[src/rtl/saph_pack_stream.sv]
// Packs MSB-kept input fields LSB-first into words; a word closes when full, on overflow or on in_last.
// One cycle from the closing beat to out_valid; in_ready drops while the output is stalled or a flush is pending.
`timescale 1ns/1ps
module saph_pack_stream #(
  parameter int word_width   = 32,
  parameter int unpack_width = 8
) (
  input  logic                              clk,
  input  logic                              rst,
  input  logic                              in_valid,
  output logic                              in_ready,
  input  logic [unpack_width-1:0]           in_data,
  input  logic [$clog2(unpack_width+1)-1:0] in_width,
  input  logic                              in_last,
  output logic                              out_valid,
  input  logic                              out_ready,
  output logic [word_width-1:0]             out_data,
  output logic [$clog2(word_width+1)-1:0]   out_bits,
  output logic                              out_last
);
  localparam int WW = $clog2(unpack_width + 1);
  localparam int PW = $clog2(word_width + 1);
  // pos + w can reach almost twice the word width, so one extra bit is kept
  localparam int SW = PW + 1;
  localparam logic [WW-1:0] W_MAX  = WW'(unpack_width);
  localparam logic [SW-1:0] S_FULL = SW'(word_width);

  typedef struct packed {
    logic                  vld;
    logic                  last;
    logic [PW-1:0]         bits;
    logic [word_width-1:0] data;
  } out_t;

  logic [word_width-1:0]   acc_q, acc_d;
  logic [PW-1:0]           pos_q, pos_d;
  logic                    pend_q, pend_d;
  out_t                    out_q, out_d;

  logic                    slot_free;
  logic                    beat;
  logic [WW-1:0]           w;
  logic [unpack_width-1:0] field_n;
  logic [word_width-1:0]   field;
  logic [word_width-1:0]   placed;
  logic [SW-1:0]           sum;

  assign slot_free = !out_q.vld || out_ready;
  assign in_ready  = slot_free && !pend_q;
  assign beat      = in_valid && in_ready;

  assign w       = (in_width > W_MAX) ? W_MAX : in_width;
  assign field_n = in_data >> (W_MAX - w);
  assign field   = word_width'(field_n);
  assign placed  = field << pos_q;
  assign sum     = SW'(pos_q) + SW'(w);

  always_comb begin
    acc_d  = acc_q;
    pos_d  = pos_q;
    pend_d = pend_q;
    out_d  = out_q;
    if (out_ready) begin
      out_d.vld = 1'b0;
    end

    if (pend_q) begin
      // Second half of an overflow that carried in_last: flush the carried field
      if (slot_free) begin
        out_d.vld  = 1'b1;
        out_d.last = 1'b1;
        out_d.bits = pos_q;
        out_d.data = acc_q;
        acc_d      = '0;
        pos_d      = '0;
        pend_d     = 1'b0;
      end
    end else if (beat) begin
      if (sum < S_FULL) begin
        if (in_last) begin
          if (sum != '0) begin
            out_d.vld  = 1'b1;
            out_d.last = 1'b1;
            out_d.bits = PW'(sum);
            out_d.data = acc_q | placed;
          end
          acc_d = '0;
          pos_d = '0;
        end else begin
          acc_d = acc_q | placed;
          pos_d = PW'(sum);
        end
      end else if (sum == S_FULL) begin
        out_d.vld  = 1'b1;
        out_d.last = in_last;
        out_d.bits = PW'(sum);
        out_d.data = acc_q | placed;
        acc_d      = '0;
        pos_d      = '0;
      end else begin
        // Fields never straddle words: close the current word and start over with this field
        out_d.vld  = 1'b1;
        out_d.last = 1'b0;
        out_d.bits = pos_q;
        out_d.data = acc_q;
        acc_d      = field;
        pos_d      = PW'(w);
        pend_d     = in_last;
      end
    end
  end

  always_ff @(posedge clk or posedge rst) begin
    if (rst) begin
      acc_q  <= '0;
      pos_q  <= '0;
      pend_q <= 1'b0;
      out_q  <= '0;
    end else begin
      acc_q  <= acc_d;
      pos_q  <= pos_d;
      pend_q <= pend_d;
      out_q  <= out_d;
    end
  end

  assign out_valid = out_q.vld;
  assign out_data  = out_q.data;
  assign out_bits  = out_q.bits;
  assign out_last  = out_q.last;

endmodule
[config.mk]
export PLATFORM = sky130hd
export DESIGN_NAME = saph_pack_stream
export DESIGN_NICKNAME = d
export VERILOG_FILES = /design/src/rtl/saph_pack_stream.sv
export SDC_FILE = /design/constraint.sdc
export NUM_CORES = 1
export LEC_CHECK = 0
export CORE_ASPECT_RATIO = 1.75
export CORE_UTILIZATION = 40
export DETAILED_ROUTE_END_ITERATION = 16
export HOLD_SLACK_MARGIN = 0.1
export PLACE_DENSITY = 0.63
export SLEW_MARGIN = 15
export SYNTH_ARGS = -nofsm -noshare
export SYNTH_HDL_FRONTEND = slang
export SYNTH_SLANG_ARGS = --single-unit
[constraint.sdc]
create_clock -name clk -period 4.7 [get_ports clk]
set_input_delay 0.94 -clock clk [delete_from_list [all_inputs] [get_ports clk]]
set_output_delay 0.94 -clock clk [all_outputs]
set_load 0.02 [all_outputs]
==> flow_metrics.env, run 1 <==
export IMPL_antenna_found_initial=0
export IMPL_powerDensity_nw_per_um2=534
export IMPL_cts_buffers=9
export IMPL_setup_tns_ps=0
export IMPL_synth_top_family_by_area="compound AO/OA/AOI/OAI gates"
export IMPL_async_reset_ff_frac=1.00
export IMPL_syn_num_nets=573
export IMPL_post_route_util=0.511
export IMPL_clock_path_buffers=2
export IMPL_grt_total_usage=0.273
export IMPL_grt_pass1_wl_um=25800
export IMPL_fin_crit_ps=4130
export IMPL_cts_htree_levels=3
export IMPL_cp_startpoint="in_width[3]"
export IMPL_final_area_sq_um=5950
export IMPL_multi_input_area_sq_um=2620
export IMPL_drv_slew=0
export IMPL_layout_drive_gt1_share=0.105
export IMPL_worstPathRequired_ps=4910
export IMPL_tritoncts="yes"
export IMPL_fin_worst_skew_ps=12.3
export IMPL_synth_adder_area_share=0.0145
export IMPL_muxShareOfSynthArea=0.0584
export IMPL_die_width_um=85.0
export IMPL_worstReg2RegEnd="out_data[8]"
export IMPL_critPathKind="in -> reg"
export IMPL_place_hpwl_um=12300
export IMPL_worstMarginPinSlew_ps=849
export IMPL_cts_hold_buf=0
export IMPL_layout_common_cells="dfrtp_1, nor2_1, clkdlybuf4s50_1, nand2_1, o21ai_0"
export IMPL_wl_per_cell_um=21.7
export IMPL_status="finished, final reports clean"
export IMPL_cp_end_kind="flop"
export IMPL_synth_area_leader_cell="dfrtp_1"
export IMPL_first_global_vias=4763
export IMPL_finalWirelength_um=16400
export IMPL_p_leak_uw=0.00250
export IMPL_io_pin_count=58
export IMPL_synth_compound_area_frac=0.267
export IMPL_clk_pin_slew_ps=70
export IMPL_core_sq_um=11600
export IMPL_io_buffers=57
export IMPL_drt_iter0_drc=449
export IMPL_ant_nets=0
export IMPL_globalplace_congestion=0.969
export IMPL_max_cap_violations=0
export IMPL_synth_simple_area_share=0.197
export IMPL_synth_top_cell_area_share=0.410
export IMPL_yosys_warnings=0
export IMPL_grt_max_degree=47
export IMPL_rsz0062_at_grt="false"
export IMPL_hold_path_class="reg -> reg"
export IMPL_timing_hold_ws_ps=475
export IMPL_synth_cell_types=72
export IMPL_mostFrequentLayoutCell="dfrtp_1"
export IMPL_fmax_mhz=242
export IMPL_synth_edf_count=0
export IMPL_die_area_sq_um=12500
export IMPL_hold_viol=0
export IMPL_synth_area_sq_um=4820
export IMPL_regArea_sq_um=1980
export IMPL_global_route_overflow_total=0
export IMPL_cts_root_buffer="clkbuf_16"
export IMPL_clock_latency_ps=350
export IMPL_synth_ff_type="dfrtp_1"
export IMPL_crit_arrival_ps=4330
export IMPL_netlist_instances=551
export IMPL_fill_cells=1112
export IMPL_nets=636
export IMPL_drc=0
export IMPL_post_cts_buffers=0
export IMPL_synth_xor_area_frac=0.00545
export IMPL_drtPass1Iterations=8
export IMPL_initial_core_util=0.414
export IMPL_startpoint_type="input port"
export IMPL_fin_crit_sh=0.878
export IMPL_viasPerCell=6.38
export IMPL_area_growth_synth_to_final_pct=23.4
export IMPL_ctsResizeCount=0
export IMPL_maxSlewHeadroom=0.429
export IMPL_cts_sinks=79
export IMPL_setup_viol=0
export IMPL_ys_ff_latch=79
export IMPL_syn_area_per_cell_sq_um=8.75
export IMPL_post_dp_cell_area_sq_um=5620
export IMPL_vias=4810
export IMPL_chipHeight_um=147
export IMPL_cp_endpoint="acc_q[24]"
export IMPL_rrSetupSlack_ps=1120
export IMPL_diodes=0
export IMPL_synthTopCellsByArea="dfrtp_1, nor2_1, nand2_1"
export IMPL_r2r_start="pos_q[0]"
export IMPL_reg2reg_depth=10
export IMPL_crit_path_max_fanout=10
export IMPL_peakVddDrop_mv=0.185
export IMPL_synth_seq_area_share=0.410
export IMPL_rows=52
worst max-delay path: stages:
cell and delay [ps]:
clkdlybuf4s50_1 600, nor2b_4 230, clkinv_4 70, ha_1 380, mux2_2 370, a21oi_1 320
nor2_1 120, a211o_1 390, mux2_2 320, a22oi_1 430, o21ai_0 160
worst min-delay path by stage:
| stage | start | cells after the start | slack, ps | end |
|---|---|---|---|---|
| 2_1_floorplan | acc_q[15] | 2 | 450 | acc_q[15] |
| 3_3_place_gp | acc_q[15] | 2 | 460 | acc_q[15] |
| 3_5_place_dp | acc_q[21] | 2 | 470 | acc_q[21] |
| 4_1_cts | acc_q[21] | 2 | 480 | acc_q[21] |
| 5_1_grt | acc_q[9] | 2 | 510 | acc_q[9] |
| 6_report | acc_q[21] | 2 | 480 | acc_q[21] |
per-layer routing:
layer,global-route usage,up-vias,part of all wire
met1,0.306,2330,0.37
met3,0.0404,68,0.051
met2,0.477,218,0.53
met5,0,-,0
li1,-,2194,-
met4,0.174,0,0.059
registers in the layout (all words and copies together) (netlist names):
name / count
out_bits: 6
out_valid: 1
pos_q: 6
acc_q: 32
out_last: 1
pend_q: 1
out_data: 32
power breakdown:
group          total, uW  switching (uW)  internal (uW)
Sequential           984             123            861
Combinational       1410             841            567
Clock                784             311            473
Total               3180            1270           1900
cells by family after synthesis:
kind of cell | after synthesis
adder cells (fa/ha/maj) | 5
multiplexers | 25
AO/OA/AOI/OAI | 187
AND/OR/NAND/NOR | 203
buffers and inverters | 49
XOR/XNOR | 3
flip-flops | 79
final cells by class:
class                      instances  share of cell area
multi-input combinational        423               0.440
timing repair buffer              84               0.132
tap                              135              0.0284
clock inverter                     7              0.0175
clock buffer                       9              0.0378
inverter                          17              0.0118
sequential                        79               0.332
cell usage after synthesis, drive strengths merged (3+ instances only):
master and instances:
dfrtp 79, nor2 76, nand2 56, o21ai 39, a21oi 26, clkbuf 23
o22ai 23, nor3 20, mux2i 18, inv 14, a31oi 12, nand3 12
o31ai 12, buf 9, o211ai 9, a22oi 8, a211oi 7, mux2 5
nor2b 5, nor4 5, o21a 5, o32ai 5, a21o 4, and3 4
ha 4, nand2b 4, o31a 4, a211o 3, a22o 3, a2bb2oi 3
a32oi 3, and2 3, clkinv 3, nand4 3, o221ai 3, or2 3
or3 3, xnor2 3
stage by stage:
stage                     std cells  power (uW)  setup slack (ps)
after global routing            754        3330               265
after global placement          738        2380               275
after floorplan                 551        1800              1120
after detailed placement        738        2390               240
final                           754        3180               572
after CTS                       754        3170               585
Note: power is estimated with default switching activity, not from simulation.
==> inputs of run 2 (changes only) <==
Settings changed: PLACE_DENSITY 0.63 to 0.62.
==> run 2 against run 1 <==
Die area unchanged; non-clock buffer count is the same; hold slack gained 4.3 ps; critical path depth did not move; via count shrank 0.87%; final area shrank 0.25%; global-route usage is 0.32 points lower; clock power down 9.1%; sequential share of layout area up 0.084 points; fmax down 1.4%; largest power group unchanged; highest routed layer unchanged.
==> flow_metrics.env, run 2 (synthesis results as in run 1) <==
export IMPL_status="finished, final reports clean"
export IMPL_crit_arrival_ps=4390
export IMPL_fmax_mhz=239
export IMPL_place_hpwl_um=12400
export IMPL_worstPathBufferInverterCount=2
export IMPL_crit_path_max_fanout=13
export IMPL_io_pin_count=58
export IMPL_cp_end_kind="flop"
export IMPL_global_route_overflow_total=0
export IMPL_wl_per_cell_um=21.6
export IMPL_drv_slew=0
export IMPL_whs_path_depth=2
export IMPL_tritoncts="yes"
export IMPL_drt_iter0_drc=393
export IMPL_cts_buffers=9
export IMPL_crit_family="compound AO/OA/AOI/OAI gates"
export IMPL_max_cap_violations=0
export IMPL_mostFrequentLayoutCell="dfrtp_1"
export IMPL_p_leak_uw=0.00249
export IMPL_fin_crit_ps=4180
export IMPL_startpoint_type="input port"
export IMPL_worstReg2RegEnd="acc_q[20]"
export IMPL_setup_tns_ps=0
export IMPL_rsz0062_at_grt="false"
export IMPL_first_global_vias=4708
export IMPL_post_dp_cell_area_sq_um=5630
export IMPL_layout_drive_gt1_share=0.102
export IMPL_cts_htree_levels=3
export IMPL_powerDensity_nw_per_um2=524
export IMPL_io_buffers=57
export IMPL_post_cts_buffers=0
export IMPL_clock_path_buffers=2
export IMPL_reg2reg_depth=10
export IMPL_grt_pass1_wl_um=25500
export IMPL_maxSlewHeadroom=0.447
export IMPL_nets=636
export IMPL_finalWirelength_um=16300
export IMPL_clock_latency_ps=340
export IMPL_diodes=0
export IMPL_fin_crit_sh=0.890
export IMPL_r2r_start="pos_q[0]"
export IMPL_hold_start="acc_q[19]"
export IMPL_final_area_sq_um=5940
export IMPL_worst_path_most_repeated_cell="mux2_2"
export IMPL_grt_total_usage=0.270
export IMPL_total_power_uw=3110
export IMPL_cts_sinks=79
export IMPL_clk_pin_slew_ps=60
export IMPL_fin_worst_skew_ps=8.83
export IMPL_core_sq_um=11600
export IMPL_vias=4768
export IMPL_layout_common_cells="dfrtp_1, nor2_1, clkdlybuf4s50_1, nand2_1, o21ai_0"
export IMPL_cts_hold_buf=0
export IMPL_hold_viol=0
export IMPL_chipHeight_um=147
export IMPL_cts_root_buffer="clkbuf_16"
export IMPL_hold_path_class="reg -> reg"
export IMPL_rrSetupSlack_ps=990
export IMPL_ant_nets=0
export IMPL_setup_viol=0
export IMPL_worstMarginPinSlew_ps=828
export IMPL_drtPass1Iterations=5
export IMPL_crit_slowest_cell="clkdlybuf4s50_1"
export IMPL_rows=52
export IMPL_path_cells="clkdlybuf4s50_1, nor2b_4, clkinv_4, ha_1, mux2_2, a21oi_1, nor2_1, a211o_1, mux2_2, a22oi_1, o21ai_0"
export IMPL_die_area_sq_um=12500
export IMPL_initial_core_util=0.414
export IMPL_grt_max_degree=48
export IMPL_area_growth_synth_to_final_pct=23.1
export IMPL_antenna_found_initial=0
export IMPL_crit_path_max_incr_delay_ps=580
export IMPL_peakVddDrop_mv=0.248
export IMPL_fill_cells=1123
export IMPL_worstPathRequired_ps=4910
export IMPL_critPathKind="in -> reg"
export IMPL_viasPerCell=6.32
export IMPL_holdPathEnd="acc_q[19]"
export IMPL_die_width_um=85.0
export IMPL_ctsResizeCount=0
export IMPL_drc=0
export IMPL_globalplace_congestion=0.971
## run 2: changes by cell type in the layout (fill, tap and decap cells not counted), sizes merged
cell and change:
clkbuf +3, inv -3, clkinv +2, bufinv -1, clkinvlp -1
## run 2: area by class of cell
type	instances	area [sq um]	area share
clock inverters	4	55.1	0.00927
inverters	17	70.1	0.0118
clock buffers	12	246	0.0415
repair buffers	84	798	0.134
multi-input cells	423	2620	0.441
flip-flops and latches	79	1980	0.333
well taps	135	169	0.0285
## run 2: layer usage
layer,GRT usage,vias up,share of wire
met1,0.291,2318,0.37
li1,-,2195,-
met4,0.190,0,0.071
met5,0,-,0
met2,0.473,190,0.52
met3,0.0438,65,0.043
## run 2: through the flow
step | utilization | worst slack [ps] | std cells | hold slack, ps
floorplan | - | 1120 | 551 | 448
global placement | 0.484 | 272 | 738 | 464
detailed placement | 0.484 | 206 | 738 | 469
CTS | 0.510 | 561 | 754 | 482
global route | 0.510 | 236 | 754 | 504
finish | 0.510 | 515 | 754 | 479
## run 2: worst max-delay path by stage
stage	slack, ps	start	endpoint	depth (start not counted)
6_report	520	in_width[0]	acc_q[24]	11
5_1_grt	240	in_width[0]	acc_q[20]	12
4_1_cts	560	in_width[0]	acc_q[24]	11
3_5_place_dp	210	in_width[0]	acc_q[24]	11
3_3_place_gp	270	in_width[0]	acc_q[24]	11
2_1_floorplan	1120	in_width[3]	out_data[15]	13
## run 2: worst register-to-register path, stage by stage (launching register included)
cell and delay, ps:
dfrtp_1 560, inv_1 360, nor2_1 120, fa_1 470, nor4b_1 360, a21o_1 180
mux2i_1 110, buf_4 190, nor3_1 500, nand2_1 380, o32ai_1 380
## run 2: power by group
part	internal, uW	switching, uW
Combinational	573	839
Clock	428	285
Sequential	862	126
